File: src/rtl/writeback_stage.sv
// writeback_stage -- parametrised writeback stage of the pipelined datapath.
//
// Accepts one result per transaction from the memory stage (IN_VALID/IN_READY),
// evaluates conditional execution against the held COND flag, writes the
// register file over a WR_EN/WR_ACK port and counts retired instructions.
//
// Ports:
//   CLK, RST (async, active-high)
//   IN_VALID, IN_READY, DATA_IN, OPCD_IN, ADDR_REG_IN, OPT_BIT_IN  -- input transaction
//   WR_EN, WR_ACK, DATA_OUT, ADDR_REG_OUT                           -- register-file write port
//   COND                                                            -- condition flag
//   ESTADO                                                          -- FSM state (monitor)
//   RETIRE, RETIRE_CNT                                              -- retire pulse / count
//   BYP_VALID, BYP_ADDR, BYP_DATA                                   -- forwarding (WB_BYPASS_EN only)
//
// Optional feature: define WB_BYPASS_EN to add the forwarding outputs.
//
// state | meaning
// IDLE  | waiting for a result, IN_READY=1
// EVAL  | decide write / squash / CMP / NOP using the COND held before this op
// WRITE | WR_EN=1 until WR_ACK
// DONE  | one-cycle retire pulse
module writeback_stage #(
    parameter int DATA_W   = 16,
    parameter int REG_AW   = 5,
    parameter int OPCD_W   = 5,
    parameter int CNT_W    = 16,
    parameter int OP_NOP   = 0,
    parameter int OP_CMP   = 10,
    parameter int ZERO_REG = 1
) (
    input  logic              CLK,
    input  logic              RST,
    input  logic              IN_VALID,
    output logic              IN_READY,
    input  logic [DATA_W-1:0] DATA_IN,
    input  logic [OPCD_W-1:0] OPCD_IN,
    input  logic [REG_AW-1:0] ADDR_REG_IN,
    input  logic              OPT_BIT_IN,
    output logic              WR_EN,
    input  logic              WR_ACK,
    output logic [DATA_W-1:0] DATA_OUT,
    output logic [REG_AW-1:0] ADDR_REG_OUT,
    output logic              COND,
    output logic [2:0]        ESTADO,
    output logic              RETIRE,
    output logic [CNT_W-1:0]  RETIRE_CNT
`ifdef WB_BYPASS_EN
    ,
    output logic              BYP_VALID,
    output logic [REG_AW-1:0] BYP_ADDR,
    output logic [DATA_W-1:0] BYP_DATA
`endif
);

    typedef enum logic [2:0] {
        S_IDLE  = 3'd0,
        S_EVAL  = 3'd1,
        S_WRITE = 3'd2,
        S_DONE  = 3'd3
    } state_t;

    localparam logic [OPCD_W-1:0] NOP_CODE = OPCD_W'(OP_NOP);
    localparam logic [OPCD_W-1:0] CMP_CODE = OPCD_W'(OP_CMP);

    state_t              state_q, state_d;
    logic [DATA_W-1:0]   data_q, data_d;
    logic [OPCD_W-1:0]   opcd_q, opcd_d;
    logic [REG_AW-1:0]   addr_q, addr_d;
    logic                opt_q, opt_d;
    logic                cond_q, cond_d;
    logic                wr_en_q, wr_en_d;
    logic [DATA_W-1:0]   data_out_q, data_out_d;
    logic [REG_AW-1:0]   addr_out_q, addr_out_d;
    logic                retire_q, retire_d;
    logic [CNT_W-1:0]    cnt_q, cnt_d;
    logic                eval_write;

    // Only an ordinary, unsquashed op to a writable register reaches WRITE.
    assign eval_write = (opcd_q != NOP_CODE) && (opcd_q != CMP_CODE) &&
                        !(opt_q && !cond_q) &&
                        !((ZERO_REG != 0) && (addr_q == '0));

    always_comb begin
        state_d    = state_q;
        data_d     = data_q;
        opcd_d     = opcd_q;
        addr_d     = addr_q;
        opt_d      = opt_q;
        cond_d     = cond_q;
        wr_en_d    = wr_en_q;
        data_out_d = data_out_q;
        addr_out_d = addr_out_q;
        retire_d   = 1'b0;
        cnt_d      = cnt_q;
        case (state_q)
            S_IDLE: begin
                if (IN_VALID) begin
                    data_d  = DATA_IN;
                    opcd_d  = OPCD_IN;
                    addr_d  = ADDR_REG_IN;
                    opt_d   = OPT_BIT_IN;
                    state_d = S_EVAL;
                end
            end
            S_EVAL: begin
                if (opcd_q == CMP_CODE) begin
                    cond_d = (data_q != '0);
                end
                if (eval_write) begin
                    data_out_d = data_q;
                    addr_out_d = addr_q;
                    wr_en_d    = 1'b1;
                    state_d    = S_WRITE;
                end else begin
                    retire_d = 1'b1;
                    cnt_d    = cnt_q + CNT_W'(1);
                    state_d  = S_DONE;
                end
            end
            S_WRITE: begin
                if (WR_ACK) begin
                    wr_en_d  = 1'b0;
                    retire_d = 1'b1;
                    cnt_d    = cnt_q + CNT_W'(1);
                    state_d  = S_DONE;
                end
            end
            S_DONE: begin
                state_d = S_IDLE;
            end
            default: begin
                wr_en_d = 1'b0;
                state_d = S_IDLE;
            end
        endcase
    end

    always_ff @(posedge CLK or posedge RST) begin
        if (RST) begin
            state_q    <= S_IDLE;
            data_q     <= '0;
            opcd_q     <= '0;
            addr_q     <= '0;
            opt_q      <= 1'b0;
            cond_q     <= 1'b0;
            wr_en_q    <= 1'b0;
            data_out_q <= '0;
            addr_out_q <= '0;
            retire_q   <= 1'b0;
            cnt_q      <= '0;
        end else begin
            state_q    <= state_d;
            data_q     <= data_d;
            opcd_q     <= opcd_d;
            addr_q     <= addr_d;
            opt_q      <= opt_d;
            cond_q     <= cond_d;
            wr_en_q    <= wr_en_d;
            data_out_q <= data_out_d;
            addr_out_q <= addr_out_d;
            retire_q   <= retire_d;
            cnt_q      <= cnt_d;
        end
    end

    // Ready is held low for the whole reset and rises as soon as it releases.
    assign IN_READY     = (state_q == S_IDLE) && !RST;
    assign WR_EN        = wr_en_q;
    assign DATA_OUT     = data_out_q;
    assign ADDR_REG_OUT = addr_out_q;
    assign COND         = cond_q;
    assign ESTADO       = state_q;
    assign RETIRE       = retire_q;
    assign RETIRE_CNT   = cnt_q;

`ifdef WB_BYPASS_EN
    // Forwarding is visible one cycle early, in the EVAL cycle that commits to a write.
    assign BYP_VALID = ((state_q == S_EVAL) && eval_write) || (state_q == S_WRITE);
    assign BYP_ADDR  = BYP_VALID ? addr_q : '0;
    assign BYP_DATA  = BYP_VALID ? data_q : '0;
`endif

endmodule

File: config.mk
export PLATFORM = sky130hd
export DESIGN_NAME = writeback_stage
export DESIGN_NICKNAME = d
export VERILOG_FILES = /design/src/rtl/writeback_stage.sv
export SDC_FILE = /design/constraint.sdc
export NUM_CORES = 1
export LEC_CHECK = 0
export ABC_CLOCK_PERIOD_IN_PS = 2800
export CORE_ASPECT_RATIO = 0.5
export CORE_UTILIZATION = 52
export DETAILED_ROUTE_END_ITERATION = 16
export GPL_TIMING_DRIVEN = 1
export PLACE_DENSITY = 0.84
export SETUP_SLACK_MARGIN = 0.05
export SLEW_MARGIN = 20
export SYNTH_ARGS = -nofsm -noshare
export SYNTH_HDL_FRONTEND = slang
export SYNTH_SLANG_ARGS = --single-unit
File: constraint.sdc
create_clock -name CLK -period 2.8 [get_ports CLK]
set_input_delay 0.28 -clock CLK [delete_from_list [all_inputs] [get_ports CLK]]
set_output_delay 0.28 -clock CLK [all_outputs]
set_load 0.005 [all_outputs]
==> flow_summary.json <==
{
  "outcome": "finished clean",
  "setup_viol": 0,
  "dr.pass1.iters": 4,
  "root_buffer": "clkbuf_16",
  "grt_pass1_vias": 2168,
  "crit_fanout": 9,
  "syn_nets": 292,
  "syn2layout_area_growth_pct": 36.9,
  "mostFrequentLayoutCell": "clkdlybuf4s50_1",
  "ys_types": 31,
  "synthTopCellsByArea": "dfrtp_1, mux2_2, nand2_1",
  "timing.setup.tns_ns": 0,
  "critPathLaunchType": "flop",
  "netlist.area_leader.share_pct": 58.7,
  "crit_arrival_ns": 2.24,
  "clk_pin_slew_ns": 0.06,
  "dieArea_sq_um": 5980,
  "rsz0062_at_grt": "false",
  "max-cap-violations": 0,
  "cts-htree-levels": 3,
  "finalHoldViolations": 0,
  "post_cts_buffers": 0,
  "min_path_type": "input pin to asynchronous set/reset pin",
  "vias": 2167,
  "wire_per_inst_microns": 15.7,
  "numCtsBuffers": 9,
  "crit_required_ns": 3.00,
  "drtIter0Drc": 71,
  "syn_area_sq_um": 2940,
  "p_leak_nw": 1.84,
  "syn_avg_cell_area_sq_um": 11.5,
  "insertion_delay_ns": 0.32,
  "gp_congestion": 0.837,
  "seq_area_frac_synth_pct": 58.7,
  "die_width_microns": 108,
  "timing.final.crit_period_ns": 2.04,
  "final-max-slew-violation-count": 0,
  "antenna_found_initial": 0,
  "die_h_microns": 55.2,
  "synth_top_area_cell": "dfrtp_1",
  "wl_mm": 6.45,
  "syn_inst": 256,
  "io_pins": 75,
  "ys_seq_elements": 69,
  "slew_headroom_pct": 55.3,
  "fmax_ghz": 0.491,
  "cts_buffer_depth": 2,
  "worstSetupPathType": "flop to flop",
  "grt_first_pass_wirelength_mm": 10.4,
  "period_share_pct": 72.8,
  "nets": 372,
  "cts_hold_buf": 0,
  "num_rows": 18,
  "final_util_pct": 77.7,
  "regArea_sq_um": 1730,
  "routed_via_density": 5.27,
  "drtAntennaViolNets": 0,
  "core_area_sq_um": 5180,
  "hold-worst-slack_ns": 0.427,
  "drive_gt1_share_pct": 17.0,
  "post_cts_resized": 0,
  "fill_cells": 334,
  "grt_max_degree": 34,
  "grt_usage_pct": 24.0,
  "power_density_nw_per_um2": 1110,
  "clock-sinks": 69,
  "vdd_drop_max_v": 0.000630,
  "worstSetupEndpointType": "flop",
  "portBuffers": 73,
  "cts_tree": "yes",
  "fin_worst_skew_ns": 0.00743,
  "tightest_slew_ns": 0.670,
  "multiInputGateArea_sq_um": 1140,
  "dpl.hpwl_mm": 4.41,
  "start_util_pct": 56.8,
  "final_cell_mix": "clkdlybuf4s50_1, nand2_1, dfrtp_1, mux2_2, clkbuf_16",
  "grt_overflow": 0,
  "drc": 0,
  "yosysWarnings": 0,
  "antenna_cells": 0
}
-- cell families (layout without fill, tap and decap cells) --
| kind of cell | count (synthesis) | in the layout | synth area share, % |
|---|---|---|---|
| buffers and inverters | 17 | 102 | 2.68 |
| AOI/OAI and AO/OA | 9 | 9 | 2.42 |
| other | 1 | 1 | 0.127 |
| muxes | 30 | 30 | 11.5 |
| DFF | 69 | 69 | 58.7 |
| and+or+nand+nor | 109 | 109 | 17.7 |
| adders and majority gates | 5 | 5 | 2.13 |
| xor gates and xnor gates | 16 | 16 | 4.76 |
-- where the power goes --
group          total (mW)  switching [mW]  internal [mW]
Clock                1.03           0.408          0.619
Sequential           1.79           0.348           1.44
Combinational        1.67           0.750          0.920
Total                4.48            1.51           2.98
-- layer usage --
layer / global-route usage, % / wire length (microns) / vias up
li1: - / - / 1017
met1: 28.8 / 2700 / 1090
met2: 44.4 / 3450 / 53
met3: 5.04 / 241 / 7
met4: 9.46 / 65 / 0
met5: 0 / 0 / -
-- final timing paths --
path / startpoint / end / slack, ns / cells past startpoint
worst max-delay path: ESTADO[0] / RETIRE_CNT[1] / 0.76 / 5
worst min-delay path: RST / ADDR_REG_OUT[2] / 0.43 / 2
worst max register to register: ESTADO[0] / RETIRE_CNT[1] / 0.76 / 5
worst min register to register: DATA_OUT[2] / DATA_OUT[2] / 0.48 / 2
max in group asynchronous: RST / RETIRE_CNT[11] / 1.66 / 3
min in group CLK: DATA_OUT[2] / DATA_OUT[2] / 0.48 / 2
-- worst max-delay path, cell delays in order, from the launching register on --
cell	delay, ns
dfrtp_1	0.42
inv_1	0.10
ha_1	0.21
mux2_2	0.40
a21bo_1	0.41
mux2_2	0.38
-- flip-flops by register name, summed over array words and instances (netlist names) --
name / flops
COND: 1
data_q: 16
opt_q: 1
DATA_OUT: 16
ADDR_REG_OUT: 5
ESTADO: 2
RETIRE_CNT: 16
addr_q: 5
WR_EN: 1
RETIRE: 1
opcd_q: 5
-- cell type report --
type,count,share of cell area [%]
Sequential cell,69,42.9
Multi-Input combinational cell,170,28.2
Timing Repair Buffer,78,19.1
Clock buffer,10,5.94
Tap cell,70,2.18
Clock inverter,6,0.963
Inverter,8,0.746
-- cells in the mapped netlist --
library cell,n
ha_1,5
or4_4,1
buf_4,1
inv_1,8
nor4_2,1
a21bo_1,1
dfrtp_1,69
nand2_1,71
nand3_1,4
nand4_1,6
nor2_1,6
a21boi_0,2
a31oi_1,2
o21ai_0,2
a221oi_2,1
buf_6,1
nor2b_1,2
nor4b_2,2
nor4_4,1
nor3_1,6
mux2_2,30
nor4_1,4
conb_1,1
buf_2,3
a221oi_1,1
and2_1,2
xor2_1,8
or3_1,1
xnor2_1,8
clkbuf_1,4
nand2b_1,2
-- per-stage QoR --
step / power, mW / worst slack, ns / std cells / instance area (sq um)
3_3_place_gp: 3.33 / 0.856 / 395 / 3750
2_1_floorplan: 2.67 / 0.780 / 256 / 2940
6_report: 4.48 / 0.762 / 411 / 4030
5_1_grt: 4.77 / 0.583 / 411 / 4030
3_5_place_dp: 3.45 / 0.794 / 395 / 3750
4_1_cts: 4.51 / 0.760 / 411 / 4030
Power figures use the tool's default switching activity.
